**src/rtl/dp_ctrl_unit_if.sv**
```systemverilog
// dp_ctrl_unit_if: instruction, run and datapath-control bundle
// between the core datapath (master) and dp_ctrl_unit (slave).
interface dp_ctrl_unit_if #(
   parameter int CNT_W = 16
);
   logic             run;
   logic [31:0]      inst;
   logic             cond_ok;
   logic             Write_PC;
   logic             Write_IR;
   logic             LA;
   logic             LB;
   logic             LC;
   logic             LF;
   logic             S;
   logic             Write_Reg;
   logic             rm_imm_s;
   logic [1:0]       rs_imm_s;
   logic [3:0]       ALU_OP;
   logic [2:0]       SHIFT_OP;
   logic             busy;
   logic             inst_done;
   logic             und_trap;
   logic [CNT_W-1:0] retired_cnt;
   logic [CNT_W-1:0] skip_cnt;
   logic [CNT_W-1:0] und_cnt;
   logic [2:0]       state;

   modport master (
      output run, inst, cond_ok,
      input  Write_PC, Write_IR, LA, LB, LC, LF, S,
      input  Write_Reg, rm_imm_s, rs_imm_s,
      input  ALU_OP, SHIFT_OP, busy, inst_done, und_trap,
      input  retired_cnt, skip_cnt, und_cnt, state
   );

   modport slave (
      input  run, inst, cond_ok,
      output Write_PC, Write_IR, LA, LB, LC, LF, S,
      output Write_Reg, rm_imm_s, rs_imm_s,
      output ALU_OP, SHIFT_OP, busy, inst_done, und_trap,
      output retired_cnt, skip_cnt, und_cnt, state
   );
endinterface

```
**src/rtl/dp_ctrl_unit.sv**
```systemverilog
// dp_ctrl_unit: multi-cycle sequencer for the data-processing core.
// Decodes the IR, drives datapath strobes, traps and event counters.
module dp_ctrl_unit #(
   parameter int CNT_W       = 16,
   parameter bit CMP_FORCE_S = 1'b1
) (
   input logic           clk,
   input logic           Rst,
   dp_ctrl_unit_if.slave bus
);

   typedef enum logic [2:0] {
      IDLE   = 3'd0,
      FETCH  = 3'd1,
      DECODE = 3'd2,
      EXEC   = 3'd3,
      WB     = 3'd4
   } state_t;

   state_t     cur;
   state_t     nxt;
   state_t     after;
   logic [3:0] op;
   logic       dp0;
   logic       dp1;
   logic       dp2;
   logic       is_cmp;
   logic       und;
   logic       ev_ret;
   logic       ev_skip;
   logic       ev_und;
   logic [3:0] alu;
   logic [1:0] rs_code;
   logic       s_exec;
   logic       unused_bits;

   assign op     = bus.inst[24:21];
   assign dp0    = bus.inst[27:25] == 3'b000 && !bus.inst[4];
   assign dp1    = bus.inst[27:25] == 3'b000 && bus.inst[4]
                   && !bus.inst[7];
   assign dp2    = bus.inst[27:25] == 3'b001;
   assign is_cmp = op[3:2] == 2'b10;
   // compares never write back, so rd=15 only matters otherwise
   assign und    = !(dp0 || dp1 || dp2)
                   || (!is_cmp && bus.inst[15:12] == 4'hF);

   assign rs_code = dp2 ? 2'b10 : (dp1 ? 2'b01 : 2'b00);
   assign s_exec  = bus.inst[20] || (is_cmp && CMP_FORCE_S);
   assign after   = bus.run ? FETCH : IDLE;

   always_comb begin
      alu = 4'b0000;
      unique case (1'b1)
         op <  4'b1011: alu = {1'b0, op[2:0]};
         op == 4'b1011: alu = 4'b0100;
         op == 4'b1100: alu = 4'b1000;
         default:       alu = {2'b10, op[1:0]};
      endcase
   end

   assign bus.ALU_OP   = alu;
   assign bus.SHIFT_OP = dp2 ? 3'b111 : {bus.inst[6:5], dp1};
   assign bus.state    = cur;
   assign bus.busy     = cur != IDLE;

   assign unused_bits = ^{bus.inst[31:28], bus.inst[19:16],
                          bus.inst[11:8], bus.inst[3:0]};

   always_comb begin
      nxt     = cur;
      ev_ret  = 1'b0;
      ev_skip = 1'b0;
      ev_und  = 1'b0;
      unique case (cur)
         IDLE:   nxt = after;
         FETCH: begin
            if (und) begin
               ev_und = 1'b1;
               nxt    = after;
            end else if (!bus.cond_ok) begin
               ev_skip = 1'b1;
               nxt     = after;
            end else begin
               nxt = DECODE;
            end
         end
         DECODE: nxt = EXEC;
         EXEC: begin
            if (is_cmp) begin
               ev_ret = 1'b1;
               nxt    = after;
            end else begin
               nxt = WB;
            end
         end
         WB: begin
            ev_ret = 1'b1;
            nxt    = after;
         end
         default: nxt = IDLE;
      endcase
   end

   function automatic logic [CNT_W-1:0] sat_inc(
      input logic [CNT_W-1:0] v
   );
      return (&v) ? v : v + CNT_W'(1);
   endfunction

   // strobes follow the next state so each spans its whole state cycle
   always_ff @(posedge clk or posedge Rst) begin
      if (Rst) begin
         cur             <= IDLE;
         bus.Write_PC    <= 1'b0;
         bus.Write_IR    <= 1'b0;
         bus.LA          <= 1'b0;
         bus.LB          <= 1'b0;
         bus.LC          <= 1'b0;
         bus.LF          <= 1'b0;
         bus.S           <= 1'b0;
         bus.Write_Reg   <= 1'b0;
         bus.rm_imm_s    <= 1'b0;
         bus.rs_imm_s    <= 2'b00;
         bus.inst_done   <= 1'b0;
         bus.und_trap    <= 1'b0;
         bus.retired_cnt <= '0;
         bus.skip_cnt    <= '0;
         bus.und_cnt     <= '0;
      end else begin
         cur           <= nxt;
         bus.Write_PC  <= nxt == FETCH;
         bus.Write_IR  <= nxt == FETCH;
         bus.LA        <= nxt == DECODE;
         bus.LB        <= nxt == DECODE;
         bus.LC        <= nxt == DECODE;
         bus.LF        <= nxt == EXEC;
         bus.S         <= nxt == EXEC && s_exec;
         bus.Write_Reg <= nxt == WB;
         if (nxt == EXEC) begin
            bus.rm_imm_s <= dp2;
            bus.rs_imm_s <= rs_code;
         end
         bus.inst_done <= ev_ret;
         bus.und_trap  <= ev_und;
         if (ev_ret)
            bus.retired_cnt <= sat_inc(bus.retired_cnt);
         if (ev_skip)
            bus.skip_cnt <= sat_inc(bus.skip_cnt);
         if (ev_und)
            bus.und_cnt <= sat_inc(bus.und_cnt);
      end
   end

endmodule

```
**src/flat_wrapper.sv**
```systemverilog
// flat-port wrapper written by rule: the top's interface ports become plain ports
module dp_ctrl_unit_flat 
#(
   parameter int CNT_W       = 16,
   parameter bit CMP_FORCE_S = 1'b1
)
  (clk, Rst, bus_run, bus_inst, bus_cond_ok, bus_Write_PC, bus_Write_IR, bus_LA, bus_LB, bus_LC, bus_LF, bus_S, bus_Write_Reg, bus_rm_imm_s, bus_rs_imm_s, bus_ALU_OP, bus_SHIFT_OP, bus_busy, bus_inst_done, bus_und_trap, bus_retired_cnt, bus_skip_cnt, bus_und_cnt, bus_state);
  dp_ctrl_unit_if #(.CNT_W(CNT_W)) bus_i ();
  input logic clk;
  input logic Rst;
  input wire logic [$bits(bus_i.run)-1:0] bus_run;
  input wire logic [$bits(bus_i.inst)-1:0] bus_inst;
  input wire logic [$bits(bus_i.cond_ok)-1:0] bus_cond_ok;
  output wire logic [$bits(bus_i.Write_PC)-1:0] bus_Write_PC;
  output wire logic [$bits(bus_i.Write_IR)-1:0] bus_Write_IR;
  output wire logic [$bits(bus_i.LA)-1:0] bus_LA;
  output wire logic [$bits(bus_i.LB)-1:0] bus_LB;
  output wire logic [$bits(bus_i.LC)-1:0] bus_LC;
  output wire logic [$bits(bus_i.LF)-1:0] bus_LF;
  output wire logic [$bits(bus_i.S)-1:0] bus_S;
  output wire logic [$bits(bus_i.Write_Reg)-1:0] bus_Write_Reg;
  output wire logic [$bits(bus_i.rm_imm_s)-1:0] bus_rm_imm_s;
  output wire logic [$bits(bus_i.rs_imm_s)-1:0] bus_rs_imm_s;
  output wire logic [$bits(bus_i.ALU_OP)-1:0] bus_ALU_OP;
  output wire logic [$bits(bus_i.SHIFT_OP)-1:0] bus_SHIFT_OP;
  output wire logic [$bits(bus_i.busy)-1:0] bus_busy;
  output wire logic [$bits(bus_i.inst_done)-1:0] bus_inst_done;
  output wire logic [$bits(bus_i.und_trap)-1:0] bus_und_trap;
  output wire logic [$bits(bus_i.retired_cnt)-1:0] bus_retired_cnt;
  output wire logic [$bits(bus_i.skip_cnt)-1:0] bus_skip_cnt;
  output wire logic [$bits(bus_i.und_cnt)-1:0] bus_und_cnt;
  output wire logic [$bits(bus_i.state)-1:0] bus_state;
  assign bus_i.run = bus_run;
  assign bus_i.inst = bus_inst;
  assign bus_i.cond_ok = bus_cond_ok;
  assign bus_Write_PC = bus_i.Write_PC;
  assign bus_Write_IR = bus_i.Write_IR;
  assign bus_LA = bus_i.LA;
  assign bus_LB = bus_i.LB;
  assign bus_LC = bus_i.LC;
  assign bus_LF = bus_i.LF;
  assign bus_S = bus_i.S;
  assign bus_Write_Reg = bus_i.Write_Reg;
  assign bus_rm_imm_s = bus_i.rm_imm_s;
  assign bus_rs_imm_s = bus_i.rs_imm_s;
  assign bus_ALU_OP = bus_i.ALU_OP;
  assign bus_SHIFT_OP = bus_i.SHIFT_OP;
  assign bus_busy = bus_i.busy;
  assign bus_inst_done = bus_i.inst_done;
  assign bus_und_trap = bus_i.und_trap;
  assign bus_retired_cnt = bus_i.retired_cnt;
  assign bus_skip_cnt = bus_i.skip_cnt;
  assign bus_und_cnt = bus_i.und_cnt;
  assign bus_state = bus_i.state;
  dp_ctrl_unit #(.CNT_W(CNT_W), .CMP_FORCE_S(CMP_FORCE_S)) u_core (.clk(clk), .Rst(Rst), .bus(bus_i));
endmodule
```
**config.mk**
```make
export PLATFORM = sky130hd
export DESIGN_NAME = dp_ctrl_unit_flat
export DESIGN_NICKNAME = d
export VERILOG_FILES = /design/src/rtl/dp_ctrl_unit_if.sv /design/src/rtl/dp_ctrl_unit.sv /design/src/flat_wrapper.sv
export SDC_FILE = /design/constraint.sdc
export NUM_CORES = 1
export LEC_CHECK = 0
export ABC_AREA = 1
export ABC_CLOCK_PERIOD_IN_PS = 2400
export BUFFER_PORTS_ARGS = -buffer_cell sky130_fd_sc_hd__buf_4
export CAP_MARGIN = 10
export CORE_MARGIN = 4
export CORE_UTILIZATION = 54
export CTS_BUF_LIST = sky130_fd_sc_hd__clkbuf_2
export DETAILED_ROUTE_END_ITERATION = 6
export GPL_TIMING_DRIVEN = 0
export PLACE_DENSITY = 0.83
export SLEW_MARGIN = 40
export SYNTH_ARGS = -nofsm -noshare
export SYNTH_HDL_FRONTEND = slang
export SYNTH_SLANG_ARGS = --single-unit
export TNS_END_PERCENT = 20
```
**constraint.sdc**
```tcl
create_clock -name clk -period 2.4 [get_ports clk]
set_input_delay 0.24 -clock clk [delete_from_list [all_inputs] [get_ports clk]]
set_output_delay 0.24 -clock clk [all_outputs]
set_load 0.03 [all_outputs]
```
==> metrics, run 1 <==
Initial Utilization=0.564; Worst-path clk slew=approximately 160 ps; CP max-delay cell=dfrtp_1; Synthesized Nets=a little over 500; total track usage=0.221; Area contributors post-synth=dfrtp_1 (41%), nand2_1 (17%), nand3_1 (5.3%); Site Rows=29; vias per cell=approximately 5.1; most frequent cells after synthesis=nand2_1 (162), dfrtp_1 (60), nor2_1 (49), inv_1 (45), nand3_1 (38); RSZ-0062 raised after global routing=no; Place WS=614 ps; Mean Syn Cell Area=7.67 um2; sw frac=0.466; most frequent cell after synthesis=nand2_1; Max Slew Vio Count=0; worst setup margin=594 ps; cell taking the most area after synthesis=dfrtp_1; postcts setup bufs=0; total number of vias=3352; Synth Instances=472; Die Wd=89.9 um; CP startpoint kind=flop; Slew headroom=0.702; Final TNS setup=0 ps; Setup-failing EPs final=0; number of library cell types mapped by synthesis=32; DRT Wirelength=8.53 mm; drt drc=0; Net Sw Power=1.79 mW; CTS resizes=0; Int Power=2.05 mW; Critical Path AT=2200 ps; vias in the first global route=approximately 3300; initial DRC count=109; most used cell, CP=nand3_1; clock insertion delay at the later pin of the skew report=460 ps; sequential share of power=0.392; GP Congestion=0.925; Hold Crit Class=in -> reg; TritonRoute pass-1 iters=4; initial antenna violation count=0; synth warn=0; # hold bufs at CTS=2; Die Area=8080 um2; Yosys reg bits=60; Final nets=616; Critical path buffers and inverters=2; Final Critical Period=1810 ps; top_reg_cell synth=dfrtp_1; # IOs=~110; area share of the largest cell type after synthesis=0.415; Routed Antenna Nets=0; clock root cell=clkbuf_2; status=finished clean; Fill cells=535; critical-path cell list=ha_1 > nand3_1 > inv_1 > nand4_4 > clkbuf_1 > nand3_1 > nand2_1; Core Region=between 6000 and 7000 um2; Post-synth EDFFs=0; Post-DP Area=between 4000 and 5000 um2; Area Overhead vs Synth=24.8%; maximum VDD drop=0.817 mV; H-tree Lvls=3; Tcrit/Tclk final=0.753; power per cell area=between 800 and 900 nW/um2; Logic pwr share=0.478; antenna cell count=0; total chip power=3.84 mW; fmax=0.554 GHz; CTS Buf Count=9; TritonCTS clock tree=done; Clock Skews=34.3 ps; sequential fraction of the synthesis area=0.415; first-pass GRT wire length=approximately 15 mm; Hold Violations, Final=0; static leakage=between 2 and 2.5 nW; Crit path required time=around 2800 ps; Setup CP Type=reg -> reg; fraction of layout cells with a size suffix above 1=0.270; DP Wirelength=6.47 mm; Die Ht=89.9 um; Largest delay share family, worst path=simple AND/OR/NAND/NOR gates; CP endpoint kind=flop; asr flop ratio synth=1.00; IO buf count=around 90; CP max stage delay=480 ps; Max-Cap Viols=0; worst slew pin tran=447 ps; post-DR wirelength/cell=13.0 um; clock network fraction of total power=0.130; clk sinks=60; Crit Path Max Fanout=10; clock tree buffer depth=2; synthesized area=3620 um2; Overflow after GRT=0; Final Cell Area=4520 um2; pin count of the biggest net entering global routing=33
-- placed cells by master, fill, tap and decap left out, drive strengths merged --
| master | count |
|---|---|
| nand2 | 172 |
| buf | 102 |
| dfrtp | 60 |
| nor2 | 55 |
| inv | 48 |
| nand3 | 41 |
| o21ai | 23 |
| xor2 | 18 |
| xnor2 | 14 |
| clkbuf | 13 |
| nand4 | 10 |
| nor3 | 7 |
| nand3b | 4 |
| clkinv | 4 |
| ha | 3 |
| a21oi | 3 |
| dlygate4sd3 | 2 |
| o21bai | 1 |
| and2 | 1 |
-- registers in the layout (all words and copies together) (netlist names) --
signal                  flops
u_core.bus.Write_Reg        1
u_core.bus.LA               1
u_core.bus.S                1
u_core.bus.und_cnt         16
u_core.bus.inst_done        1
u_core.bus.LF               1
u_core.bus.rs_imm_s         2
u_core.bus.skip_cnt        16
u_core.bus.Write_PC         1
u_core.bus.state            3
u_core.bus.und_trap         1
u_core.bus.retired_cnt     16
-- routing by layer --
metal	vias to the layer above	GRT usage	part of all wire
met4	0	0.0638	0.0094
met5	-	0	0
met2	103	0.366	0.49
met1	1549	0.287	0.43
met3	9	0.0559	0.069
li1	1691	-	-
-- path summary, 6_finish.rpt --
path	startpoint	to	slack, ps	cells after the start
worst max-delay path	u_core.bus.und_cnt[0]	u_core.bus.und_cnt[3]	590	7
worst min-delay path	bus_cond_ok	u_core.bus.LA	100	3
worst max register to register	u_core.bus.und_cnt[0]	u_core.bus.und_cnt[3]	590	7
worst min register to register	u_core.bus.rs_imm_s[0]	u_core.bus.rs_imm_s[0]	530	2
max in group asynchronous	Rst	u_core.bus.retired_cnt[6]	1580	4
min in group asynchronous	Rst	u_core.bus.retired_cnt[5]	310	3
-- cell type report --
| type | count | area [um2] | area share |
|---|---|---|---|
| timing repair buffer | 94 | 723 | 0.160 |
| multi-input combinational | 352 | 1830 | 0.405 |
| sequential | 60 | 1500 | 0.332 |
| inverter | 49 | 188 | 0.0415 |
| clock buffer | 12 | 60.1 | 0.0133 |
| clock inverter | 3 | 15.0 | 0.00332 |
| tap | 77 | 96.3 | 0.0213 |
| buffer | 11 | 106 | 0.0235 |
-- cells by family after synthesis --
logic type	synth area share
buffers and inverters	0.0805
adders and majority gates	0.0104
AOI/OAI and AO/OA	0.0567
xor gates and xnor gates	0.0774
and+or+nand+nor	0.360
DFF	0.415
-- power groups by stage --
stage               clock (mW)  combinational (mW)  sequential (mW)
CTS                      0.518                1.85             1.50
floorplan                    0               0.806             1.90
global placement             0                1.79             1.51
detailed placement           0                1.84             1.52
finish                   0.499                1.84             1.51
global route             0.571                1.99             1.55
-- metrics by stage --
stage | hold slack [ps] | std cells | utilization
after floorplan | 384 | 472 | -
after global placement | 475 | 640 | 0.685
after detailed placement | 264 | 641 | 0.689
after CTS | 68.6 | 658 | 0.703
after global routing | 88.3 | 658 | 0.703
final | 104 | 658 | 0.703
-- tightest hold or removal path: cells and delay by family --
kind | cells | cell delay (ps)
buffers and inverters | 2 | 160
and+or+nand+nor | 1 | 100
(Power assumes the default switching activity.)
==> inputs of run 2 (changes only) <==
- ABC_CLOCK_PERIOD_IN_PS: 2400 -> 1530
- CORE_UTILIZATION: 54 -> 49
- PLACE_DENSITY: 0.83 -> 0.79
- clock period: 2.4 -> 1.53 ns (I/O delays scaled with it)
==> run 2 against run 1 <==
The run now ends with setup timing left; clock power increased by 91%; maximum frequency increased by 16%; final area increased by 11%; final cell count increased by 7.1%; combinational power increased by 90%; via count increased by 5.9%; clock skew increased by 22 ps; critical endpoint is now u_core.bus.skip_cnt[13].
==> metrics, run 2 (synthesis gave the netlist of run 1 again) <==
initial antenna violation count=0 (unchanged); Int Power=3.78 mW (was 2.05 mW); CP endpoint kind=flop (unchanged); register-to-register path setup slack=-30 ps (was 590 ps); total track usage=0.223 (was 0.221); worst setup margin=-29.6 ps (was 594 ps); Area Overhead vs Synth=39.1% (was 24.8%); clock tree buffer depth=2 (unchanged); Site Rows=31 (was 29); worst-case reg-to-reg path depth=7 (unchanged); CTS Buf Count=9 (unchanged); static leakage=2.55 nW (was 2.40 nW); power per cell area=1360 nW/um2 (was 851 nW/um2); Finished Layout Cells=705 (was 658); CP max-delay cell=dfrtp_2 (was dfrtp_1); vias in the first global route=3514 (was 3338); Critical Path AT=1930 ps (was 2200 ps); fin util=0.698 (was 0.703); Die Ht=94.0 um (was 89.9 um); pin count of the biggest net entering global routing=26 (was 33); clk sinks=60 (unchanged); Clock Skews=56.7 ps (was 34.3 ps); Worst-path clk slew=220 ps (was 160 ps); clock network fraction of total power=0.140 (was 0.130); Die Wd=94.0 um (was 89.9 um); Hold Crit Class=in -> reg (unchanged); sequential share of power=0.350 (was 0.392); first-pass GRT wire length=15.6 mm (was 15.0 mm); hold path cells=4 (was 3); TritonCTS clock tree=done (unchanged); TritonRoute pass-1 iters=4 (unchanged); hold path endpoint=u_core.bus.rs_imm_s[0] (was u_core.bus.LA); Die Area=8830 um2 (was 8080 um2); IO buf count=91 (unchanged); Core Region=7210 um2 (was 6420 um2); Net Sw Power=3.06 mW (was 1.79 mW); Logic pwr share=0.510 (was 0.478); CP max stage delay=440 ps (was 480 ps); worst slew pin tran=488 ps (was 447 ps); Overflow after GRT=0 (unchanged); Setup-failing EPs final=3 (was 0); Setup CP Type=reg -> reg (unchanged); Tcrit/Tclk final=1.02 (was 0.753); H-tree Lvls=3 (unchanged); post-DR wirelength/cell=13.7 um (was 13.0 um); initial DRC count=169 (was 109); clock insertion delay at the later pin of the skew report=490 ps (was 460 ps); Max-Cap Viols=0 (unchanged); Crit Path Max Fanout=4 (was 10); status=finished with violations (was finished clean); # IOs=108 (unchanged); maximum VDD drop=0.947 mV (was 0.817 mV); Slew headroom=0.674 (was 0.702); critical-path cell list=buf_4 > nand3_1 > nor2_2 > nand3_1 > xor2_1 > nand2_1 > nand2_1 (was ha_1 > nand3_1 > inv_1 > nand4_4 > clkbuf_1 > nand3_1 > nand2_1); Final nets=640 (was 616); GP Congestion=0.954 (was 0.925); Place WS=-61.2 ps (was 614 ps); Initial Utilization=0.502 (was 0.564); CP startpoint kind=flop (unchanged); DP Wirelength=7.02 mm (was 6.47 mm); fmax=0.641 GHz (was 0.554 GHz); Post-DP Area=4550 um2 (was 4420 um2); fraction of layout cells with a size suffix above 1=0.388 (was 0.270); clock root cell=clkbuf_2 (unchanged); Final Cell Area=5040 um2 (was 4520 um2); RSZ-0062 raised after global routing=yes (was no); Max Slew Vio Count=0 (unchanged); hold path startpoint=bus_inst[7] (was bus_cond_ok); drt drc=0 (unchanged); violated checks=setup timing; Hold Violations, Final=0 (unchanged); Crit path required time=1900 ps (was 2800 ps); Largest regs=u_core.bus.retired_cnt: 16 flops, u_core.bus.skip_cnt: 16 flops, u_core.bus.und_cnt: 16 flops (unchanged); sw frac=0.447 (was 0.466); antenna cell count=0 (unchanged); highest-count cells in the layout ignoring fill and taps=nand2_1 (150), buf_4 (112), nor2_1 (46) (was nand2_1 (162), buf_4 (96), dfrtp_1 (60)); dpl cells=664 (was 641); DRT Wirelength=9.68 mm (was 8.53 mm); vias per cell=5.03 (was 5.09); total number of vias=3549 (was 3352); Routed Antenna Nets=0 (unchanged); Worst R2R End=u_core.bus.skip_cnt[13] (was u_core.bus.und_cnt[3]); Final Critical Period=1560 ps (was 1810 ps); RR Startpoint=u_core.bus.skip_cnt[1] (was u_core.bus.und_cnt[0]); most common cell after layout, fill and taps aside=nand2_1 (unchanged)
==> run 2: area by class of cell <==
| type | instances | area [um2] |
|---|---|---|
| Sequential cell | 60 | 1530 |
| Clock buffer | 10 | 50.0 |
| Multi-Input combinational cell | 352 | 1970 |
| Buffer | 11 | 123 |
| Fill cell | 592 | 2180 |
| Clock inverter | 6 | 56.3 |
| Tap cell | 99 | 124 |
| Inverter | 49 | 195 |
| Timing Repair Buffer | 118 | 986 |
==> run 2: how the worst max path moves through the flow <==
stage | from | endpoint | slack, ps | cells past startpoint
after floorplan | u_core.bus.state[2] | u_core.bus.skip_cnt[6] | -8 | 10
after global placement | u_core.bus.retired_cnt[0] | u_core.bus.retired_cnt[14] | -20 | 9
after detailed placement | u_core.bus.retired_cnt[0] | u_core.bus.retired_cnt[1] | -60 | 9
after CTS | u_core.bus.skip_cnt[1] | u_core.bus.skip_cnt[3] | -10 | 10
after global routing | u_core.bus.skip_cnt[1] | u_core.bus.skip_cnt[13] | -100 | 7
final | u_core.bus.skip_cnt[1] | u_core.bus.skip_cnt[13] | -30 | 7
==> run 2: what timing repair did <==
action                                  4_1_cts  5_1_grt
pin swaps                                     9       21
setup buffers                                13        7
cloned                                        1        1
hold buffers                                  3        0
resized for setup                            10       41
endpoints found under the setup margin       37       42
hold endpoints to repair                     30        0
==> run 2: critical path: cells and delay by family (launching register included) <==
kind / cells / cell delay, ps
xor gates and xnor gates: 1 / 160
buffers and inverters: 1 / 140
DFF: 1 / 440
and+or+nand+nor: 5 / 710
==> run 2: power by group through the flow <==
stage                     Sequential, mW  Combinational, mW  Clock (mW)
final                               2.40               3.49       0.955
after global routing                2.45               3.78        1.05
after CTS                           2.36               3.24       0.982
after detailed placement            2.44               3.00           0
after global placement              2.43               2.89           0
after floorplan                     3.04               1.32           0
==> run 2: routing by layer <==
layer / vias up / part of all wire / track usage / wire [um]
met2: 109 / 0.51 / 0.393 / 4930
met5: - / 0 / 0 / 0
li1: 1732 / - / - / -
met4: 0 / 0.017 / 0.0770 / 167
met3: 16 / 0.049 / 0.0457 / 479
met1: 1692 / 0.42 / 0.270 / 4100
==> run 2: metrics by stage <==
stage | hold WS, ps | TNS (ps) | power [mW]
5_1_grt | 21.6 | -1460 | 7.29
3_3_place_gp | 410 | -201 | 5.32
2_1_floorplan | 258 | -35.3 | 4.36
3_5_place_dp | 211 | -822 | 5.44
4_1_cts | 13.0 | -39.2 | 6.59
6_report | 50.2 | -45.3 | 6.84
